File: config.mk
export PLATFORM = sky130hd
export DESIGN_NAME = fifo_umbral
export DESIGN_NICKNAME = d
export VERILOG_FILES = /design/src/rtl/fifo_umbral.sv
export SDC_FILE = /design/constraint.sdc
export NUM_CORES = 1
export LEC_CHECK = 0
export ABC_AREA = 1
export CORE_AREA = 4 4 102 104
export CTS_CLUSTER_SIZE = 30
export DETAILED_ROUTE_END_ITERATION = 12
export DIE_AREA = 0 0 106 108
export GPL_TIMING_DRIVEN = 0
export PLACE_DENSITY = 0.57
export SYNTH_ARGS = -nofsm -noshare
export SYNTH_HDL_FRONTEND = slang
export SYNTH_SLANG_ARGS = --single-unit
File: constraint.sdc
create_clock -name clk -period 3 [get_ports clk]
set_input_delay 0.6 -clock clk [delete_from_list [all_inputs] [get_ports clk]]
set_output_delay 0.6 -clock clk [all_outputs]
set_load 0.01 [all_outputs]
File: src/rtl/fifo_umbral.sv
// Synchronous FIFO with programmable almost-full/almost-empty thresholds, sticky error flag, 1-cycle read latency.
// Optional macro FIFO_ERR_CLR_EN adds an err_clr input that clears fifo_error (a same-cycle error wins).
module fifo_umbral #(
  parameter int DATA_WIDTH = 6,
  parameter int ADDR_WIDTH = 3
) (
  input  logic                  clk,
  input  logic                  reset,
`ifdef FIFO_ERR_CLR_EN
  input  logic                  err_clr,
`endif
  input  logic                  push,
  input  logic                  pop,
  input  logic [DATA_WIDTH-1:0] data_in,
  input  logic [4:0]            umbral_alto,
  input  logic [4:0]            umbral_bajo,
  output logic [DATA_WIDTH-1:0] data_out,
  output logic                  valid_out,
  output logic                  fifo_empty,
  output logic                  fifo_full,
  output logic                  almost_full,
  output logic                  almost_empty,
  output logic                  fifo_error,
  output logic [ADDR_WIDTH:0]   count
);

  localparam int DEPTH = 1 << ADDR_WIDTH;
  localparam logic [ADDR_WIDTH:0] DEPTH_CNT = (ADDR_WIDTH+1)'(DEPTH);
  localparam logic [ADDR_WIDTH:0] CNT_ONE   = (ADDR_WIDTH+1)'(1);
  localparam logic [ADDR_WIDTH-1:0] PTR_ONE = ADDR_WIDTH'(1);

  typedef enum logic [1:0] {ST_EMPTY, ST_PARTIAL, ST_FULL} state_t;

  logic [DATA_WIDTH-1:0] mem [DEPTH];
  logic [ADDR_WIDTH-1:0] wr_ptr, rd_ptr;
  logic [ADDR_WIDTH:0]   count_next;
  logic [4:0]            count_ext;
  logic                  wr_ok, rd_ok, err_set;
  state_t                state;

  assign fifo_empty   = (count == '0);
  assign fifo_full    = (count == DEPTH_CNT);
  assign count_ext    = 5'(count);
  assign almost_full  = (count_ext >= umbral_alto);
  assign almost_empty = (count_ext <= umbral_bajo);

  // A pop frees the slot in the same cycle, so a full FIFO still accepts a push alongside a pop.
  assign rd_ok   = pop && !fifo_empty;
  assign wr_ok   = push && (!fifo_full || pop);
  assign err_set = (push && fifo_full && !pop) || (pop && fifo_empty);

  always_comb begin
    count_next = count;
    if (wr_ok && !rd_ok)
      count_next = count + CNT_ONE;
    else if (rd_ok && !wr_ok)
      count_next = count - CNT_ONE;
  end

  always_ff @(posedge clk) begin
    if (wr_ok)
      mem[wr_ptr] <= data_in;
  end

  always_ff @(posedge clk) begin
    if (!reset) begin
      wr_ptr    <= '0;
      rd_ptr    <= '0;
      count     <= '0;
      data_out  <= '0;
      valid_out <= 1'b0;
    end else begin
      count     <= count_next;
      valid_out <= rd_ok;
      if (wr_ok)
        wr_ptr <= wr_ptr + PTR_ONE;
      if (rd_ok) begin
        data_out <= mem[rd_ptr];
        rd_ptr   <= rd_ptr + PTR_ONE;
      end
    end
  end

  always_ff @(posedge clk) begin
    if (!reset)
      fifo_error <= 1'b0;
    else if (err_set)
      fifo_error <= 1'b1;
`ifdef FIFO_ERR_CLR_EN
    else if (err_clr)
      fifo_error <= 1'b0;
`endif
  end

  // Debug-only occupancy state; mirrors the empty/full flags.
  always_ff @(posedge clk) begin
    if (!reset)
      state <= ST_EMPTY;
    else if (wr_ok || rd_ok) begin
      if (count_next == '0)
        state <= ST_EMPTY;
      else if (count_next == DEPTH_CNT)
        state <= ST_FULL;
      else
        state <= ST_PARTIAL;
    end
  end

  state_consistent: assert property (@(posedge clk) disable iff (!reset)
    ((state == ST_EMPTY) == fifo_empty) && ((state == ST_FULL) == fifo_full));

endmodule

# Yosys cells after proc, flatten, opt, wreduce, memory -nomap -nowiden
# Memory sizes are Yosys's and may differ from the RTL's. A register that Yosys moved wholly into a read port is not among the register bits.
# Index checks and enable logic that the tools add are counted.
# classes
mul	0
n_eq_ne	1
n_lt_le_gt_ge	2
reduce_logical	17
n_div	0
n_bitwise	0
shifts	0
muxes	4
n_addsub	4
# op_table
operator	n
$mux 4	2
$logic_and 1x1->1	7
$add 3x1->3 const B	2
$logic_not 1->1	6
$ge 4x5->1	1
$le 4x5->1	1
$add 4x1->4 const B	1
$eq 4x4->1 const B	1
$logic_not 4->1	1
$sub 4x1->4 const B	1
$logic_or 1x1->1	2
$mux 1	2
$reduce_bool 2->1	1
# word_totals
latchBits	0
n_memories	1
input_bits	20
elab_cells	34
rom_bits	0
out_inout_bits	16
mem_bits_rw	48
reg_bits	12
# mem_list
name	words	width	read_ports	rd_clocked_by_memory_dff	wr	line_no	text
mem	8	6	1	1	1	34	logic [DATA_WIDTH-1:0] mem [DEPTH];

# Longest topological paths before layout
# Gate-level depths: netlist of the first run.
# logic_depth
depth_word	8
depth_mapped	14
ltp_nobuf	14

# Worst setup path after synthesis of the first run
# No wires, ideal clock.
# synth_timing
path_kind	input to register
from	input port pop
to	register count[3]
path_stages	13
path_slack_ps	811
arrival_ps	2119
path_buffers	0
required_ps	2930
cell_sequence	inv_1 nand4_2 nand2_4 inv_1 ha_1 inv_1 ha_1 or2_2 nand2_1 nand3_1 nand2_1 nand2_1 a21oi_1
# synth_between
elab_chain_cells	5
# synth_rtl
item	line_no	text
start, declared	13	input logic pop,
$logic_or 1x1->1 *	49	assign wr_ok = push && (!fifo_full || pop);
$logic_and 1x1->1 *	49	
net wr_ok	38	logic wr_ok, rd_ok, err_set;
$logic_not 1->1	56	else if (rd_ok && !wr_ok)
$logic_and 1x1->1	56	
$reduce_bool 2->1 (no line)	--	
end signal, assigned	73	count <= count_next;
end, declared	24	output logic [ADDR_WIDTH:0] count
# The timed path passes the listed nets; every way through them passes the cells marked *.
# A chain may end at the register's enable or synchronous reset.

# Final worst setup path of the first run
# layout_timing
from	input port umbral_bajo[3]
to	output port almost_empty
# layout_between
elab_chain_cells	1
# layout_rtl
item	line_no	text
start, declared	16	input logic [4:0] umbral_bajo,
$le 4x5->1	45	assign almost_empty = (count_ext <= umbral_bajo);
end, declared	22	output logic almost_empty,
# No other way between the ends.

==> flow_summary.yaml, run 1 <==
run_status:
  status: "finished clean"
sta:
  setup_ws_ns: 0.125
  finalClockSkew_ns: 0.00605
  clock.fmax_mhz: 348
  setup_viol: 0
  tns_ns: 0
  relSlewSlack_pct: 49.9
  worst_slew_pin_slew_ns: 0.749
  drv_slew: 0
  fin_crit_ns: 2.88
  post-route-period-util_pct: 95.8
  grt_setup_unrepaired: "false"
  finalHoldViolCount: 0
cts:
  htreeDepth: 3
  cts_root_buffer: "clkbuf_8"
  clock-sinks: 66
  cts_tree: "built"
  cts_max_path_buffers: 2
  cts_made_buffers: 9
  clock_latency_ns: 0.34
  clk_pin_slew_ns: 0.07
  post_cts_buffers: 0
layout:
  stdcell_area_um2: 3890
  drive_above_1_share_pct: 10.9
  syn_to_final_growth_pct: 23.0
  multi_input_area_um2: 1040
  fin_nets: 415
  antenna_cells: 0
  seq_area_um2: 1800
  fill_cells: 977
detailed_routing:
  top_layer_used: "met4"
  drt_pass1_iterations: 5
  wire_per_inst_um: 13.1
  drtIter0Drc: 145
  postRouteWirelength_um: 6820
  routed-via-count: 2283
  viasPerCell: 4.40
  route.met3.wl_um: 401
  wl_met2_um: 3160
  drc: 0
  ant_nets: 0
  wirelength_met1_um: 3130
logic_synthesis:
  synth-seq-cells: 66
  synthesis.nets: 369
  synth_cell_types: 30
  synth-xor-area-share_pct: 0.554
  syn_inst: 335
  netlist.top_cell.by_area: "edfxtp_1"
  synth-adder-area-share_pct: 5.78
  synth-simple-area-share_pct: 21.3
  seq_area_frac_synth_pct: 57.0
  synth_top_area_share_pct: 45.6
  yosys_warnings: 0
  netlist_area_um2: 3160
  postSynthAreaPerCell_um2: 9.44
  synth_mux_area_share_pct: 0
  synthArstFlopShare_pct: 0
  synthFlopType: "edfxtp_1"
  synth_compound_area_share_pct: 5.14
  synth_edf_count: 48
  synth_top_family_by_area: "simple AND/OR/NAND/NOR gates"
  synth_area_leaders: "edfxtp_1, dfxtp_1, nand2_1, inv_1, nand3_1"
  yosysMostFrequentCell: "nand2_1"
  synthTopCellsByCount: "nand2_1, inv_1, edfxtp_1"
setup_path:
  r2r_slack_ns: 0.73
  cp-startpoint: "umbral_bajo[3]"
  required_ns: 2.40
  worstReg2RegStart: "count[1]$_SDFFE_PN0P_"
  start_kind: "primary input"
  setup.worst_path.class: "in -> out"
  reg2reg_depth: 13
  critPathArrivalTime_ns: 2.28
  end_kind: "primary output"
  reg2reg_to: "count[3]$_SDFFE_PN0P_"
  crit_end: "almost_empty"
  cp_max_fo: 3
global_route:
  track_usage_pct: 12.6
  grt_pass1_vias: 2131
  overflow: 0
  grt_pass1_wl_um: 10800
  antenna_found_initial: 0
  grt_max_degree: 12
power:
  p_sw_uw: 996
  swShare_pct: 33.3
  p_per_area_nw_per_um2: 769
  intPower_mw: 1.99
  peakVddDrop_v: 0.000307
  p_clk_share_pct: 26.4
  pwr-share-comb_pct: 34.6
  power_frac_seq_pct: 39.0
  p_leak_nw: 1.68
  fin_total_pwr_mw: 2.99
placed_design:
  hpwl_um: 4750
  placement.io_buffers: 35
  place_congestion: 0.773
  pre_cts_ws_ns: 0.106
  place_area_um2: 3680
floorplan:
  die_area_um2: 11400
  fp.dieH_um: 108
  fp-row-count: 36
  die_w_um: 106
  start_util_pct: 33.1
  ioPinCount: 36
  core_um2: 9550
run:
  drv_cap: 0
hold_path:
  hold_class: "reg -> reg"
[worst max-delay path, cell delays in order]
cell	delay, ns
clkdlybuf4s50_1	0.46
inv_1	0.04
ha_1	0.31
a21oi_1	0.14
o21ai_0	0.09
nand3b_1	0.09
clkdlybuf4s50_1	0.54
[routing by layer]
metal | track usage, % | up-vias
li1 | - | 1170
met1 | 16.3 | 1047
met2 | 19.4 | 53
met3 | 4.30 | 13
met4 | 4.90 | 0
met5 | 0 | -
[layout make-up]
class,instances,share of cell area (%)
buffer,10,2.12
sequential,66,46.3
timing repair buffer,35,9.01
clock buffer,10,3.28
multi-input combinational,195,26.6
inverter,64,6.24
tap,133,4.28
clock inverter,6,2.09
[registers in the layout, summed over array words and instances (netlist names)]
register,cells
mem,48
valid_out,1
fifo_error,1
data_out,6
rd_ptr,3
wr_ptr,3
count,4
[timing repair]
action / 4_1_cts / 5_1_grt
hold buffers: 0 / 0
setup endpoints to repair: 0 / 1
gates resized for setup: 0 / 1
[worst min path at each step]
stage	end	depth (start not counted)	startpoint	slack, ns
floorplan	wr_ptr[0]$_SDFFE_PN0P_	2	wr_ptr[0]$_SDFFE_PN0P_	0.49
global placement	fifo_error$_SDFFE_PN0P_	2	fifo_error$_SDFFE_PN0P_	0.45
detailed placement	fifo_error$_SDFFE_PN0P_	2	fifo_error$_SDFFE_PN0P_	0.46
CTS	fifo_error$_SDFFE_PN0P_	2	fifo_error$_SDFFE_PN0P_	0.47
global route	data_out[0]$_SDFFE_PN0P_	2	data_out[0]$_SDFFE_PN0P_	0.50
finish	fifo_error$_SDFFE_PN0P_	2	fifo_error$_SDFFE_PN0P_	0.47
[placed cells by master, fill, tap and decap left out, types with 2 or more instances in the layout]
master and n:
nand2_4 2, edfxtp_1 48, xor2_1 2, nor2_1 15, nand3_1 39, buf_6 2, o21ai_0 9, clkinv_2 2
bufinv_16 2, clkdlybuf4s50_1 35, buf_4 2, buf_2 5, ha_1 13, inv_1 62, nand2_1 86, a21oi_1 10
a21oi_2 7, dfxtp_1 17, clkbuf_8 9
[power groups by stage]
stage          Sequential (mW)  Combinational, mW  Clock (mW)
2_1_floorplan             1.19              0.659           0
3_5_place_dp              1.19               1.05           0
5_1_grt                   1.19               1.17       0.844
6_report                  1.17               1.04       0.790
3_3_place_gp              1.18               1.03           0
4_1_cts                   1.17               1.05       0.808
[logic make-up after synthesis]
family                   count (synthesis)
flip-flops                              66
XOR/XNOR                                 2
AO/OA/AOI/OAI                           27
buffers and inverters                   74
AND/OR/NAND/NOR                        152
adder cells (fa/ha/maj)                 14
[metrics by stage]
step	hold slack (ns)	util (%)	cells
after floorplan	0.486	-	335
after global placement	0.453	38.5	503
after detailed placement	0.456	38.5	503
after CTS	0.474	40.7	519
after global routing	0.502	40.7	519
final	0.466	40.7	519
No activity file was read; power rests on OpenSTA's default activity.
==> inputs of run 2 (changes only) <==
GPL_TIMING_DRIVEN = unset   (was 0)
MAX_ROUTING_LAYER = met4   (was unset)
RECOVER_POWER = 100   (was unset)
==> flow_summary.yaml, run 2 (synthesis results as in run 1) <==
run_status:
  status: "finished clean"
cts:
  cts_resized: 0
  cts_tree: "built"
  clock_latency_ns: 0.34
  htreeDepth: 3
  cts_root_buffer: "clkbuf_8"
  clk_pin_slew_ns: 0.07
  cts_made_buffers: 9
  cts_max_path_buffers: 2
  hold_buffers: 0
  post_cts_buffers: 0
  clock-sinks: 66
global_route:
  overflow: 0
  antenna_found_initial: 0
  track_usage_pct: 12.5
  grt_max_degree: 27
  grt_pass1_vias: 2143
  grt_pass1_wl_um: 10600
sta:
  setup_ws_ns: 0.131
  finalHoldViolCount: 0
  finalClockSkew_ns: 0.00821
  worst_slew_pin_slew_ns: 0.938
  relSlewSlack_pct: 37.1
  fin_crit_ns: 2.87
  tns_ns: 0
  clock.fmax_mhz: 349
  setup_viol: 0
  drv_slew: 0
  grt_setup_unrepaired: "false"
  post-route-period-util_pct: 95.6
run:
  drv_cap: 0
setup_path:
  critPathArrivalTime_ns: 2.27
  start_kind: "primary input"
  cp_max_fo: 3
  end_kind: "primary output"
  required_ns: 2.40
  setup.worst_path.class: "in -> out"
power:
  fin_total_pwr_mw: 2.81
  swShare_pct: 34.8
  power_frac_seq_pct: 42.4
  p_leak_nw: 1.65
  peakVddDrop_v: 0.000250
  pwr-share-comb_pct: 32.0
  intPower_mw: 1.83
  p_clk_share_pct: 25.6
  p_per_area_nw_per_um2: 738
  p_sw_uw: 978
detailed_routing:
  wl_met2_um: 2850
  routed-via-count: 2249
  viasPerCell: 4.34
  drt_pass1_iterations: 4
  postRouteWirelength_um: 6430
  route.met3.wl_um: 333
  ant_nets: 0
  top_layer_used: "met4"
  wire_per_inst_um: 12.4
  drc: 0
  wirelength_met1_um: 3170
  drtIter0Drc: 87
floorplan:
  die_w_um: 106
  ioPinCount: 36
  die_area_um2: 11400
  start_util_pct: 33.1
  fp-row-count: 36
  fp.dieH_um: 108
  core_um2: 9550
layout:
  utilization_pct: 39.9
  top_register: "mem"
  drive_above_1_share_pct: 7.27
  final_cell_mix: "nand2_1, inv_1, edfxtp_1"
  syn_to_final_growth_pct: 20.4
  antenna_cells: 0
  top_regs: "mem: 48 flops, data_out: 6 flops, count: 4 flops"
  largest_reg_flops: 48
  final_common_cell: "nand2_1"
  fin_nets: 414
placed_design:
  pre_cts_ws_ns: 0.104
  place_congestion: 0.780
  placement.io_buffers: 35
  hpwl_um: 4370
hold_path:
  hold_class: "reg -> reg"
run 2: layer usage:
layer,vias to the layer above,track usage [%]
li1,1166,-
met4,0,3.89
met3,10,4.06
met2,41,19.0
met5,-,-
met1,1032,15.9
run 2: final timing paths:
path,startpoint,endpoint,slack (ns),cells after the start
setup reg to reg,rd_ptr[0]$_SDFFE_PN0P_,data_out[4]$_SDFFE_PN0P_,0.50,6
setup / recovery,umbral_bajo[3],almost_empty,0.13,7
hold / removal,fifo_error$_SDFFE_PN0P_,fifo_error$_SDFFE_PN0P_,0.46,2
hold reg to reg,fifo_error$_SDFFE_PN0P_,fifo_error$_SDFFE_PN0P_,0.46,2
run 2: critical path: stages:
cell,delay (ns)
clkdlybuf4s50_1,0.46
inv_1,0.04
ha_1,0.31
a21oi_1,0.15
o21ai_0,0.09
nand3b_1,0.08
clkdlybuf4s50_1,0.53
run 2: area by class of cell:
class                   instances  area [um^2]
clock buffers                   9          124
clock inverters                 7         70.1
fillers                       963         5740
inverters                      64          241
multi-input cells             195         1020
flip-flops and latches         66         1800
well taps                     133          166
repair buffers                 44          384
run 2: power by group through the flow:
stage	registers (mW)	clock network, mW	logic, mW
finish	1.19	0.721	0.900
global route	1.21	0.780	1.04
CTS	1.20	0.743	0.946
detailed placement	1.22	0	0.943
global placement	1.22	0	0.934
floorplan	1.19	0	0.659
run 2: through the flow:
| step | cell area, um^2 | cells | hold slack (ns) |
|---|---|---|---|
| finish | 3810 | 518 | 0.463 |
| global route | 3810 | 518 | 0.489 |
| CTS | 3860 | 518 | 0.479 |
| detailed placement | 3660 | 502 | 0.461 |
| global placement | 3660 | 502 | 0.453 |
| floorplan | 3160 | 335 | 0.486 |
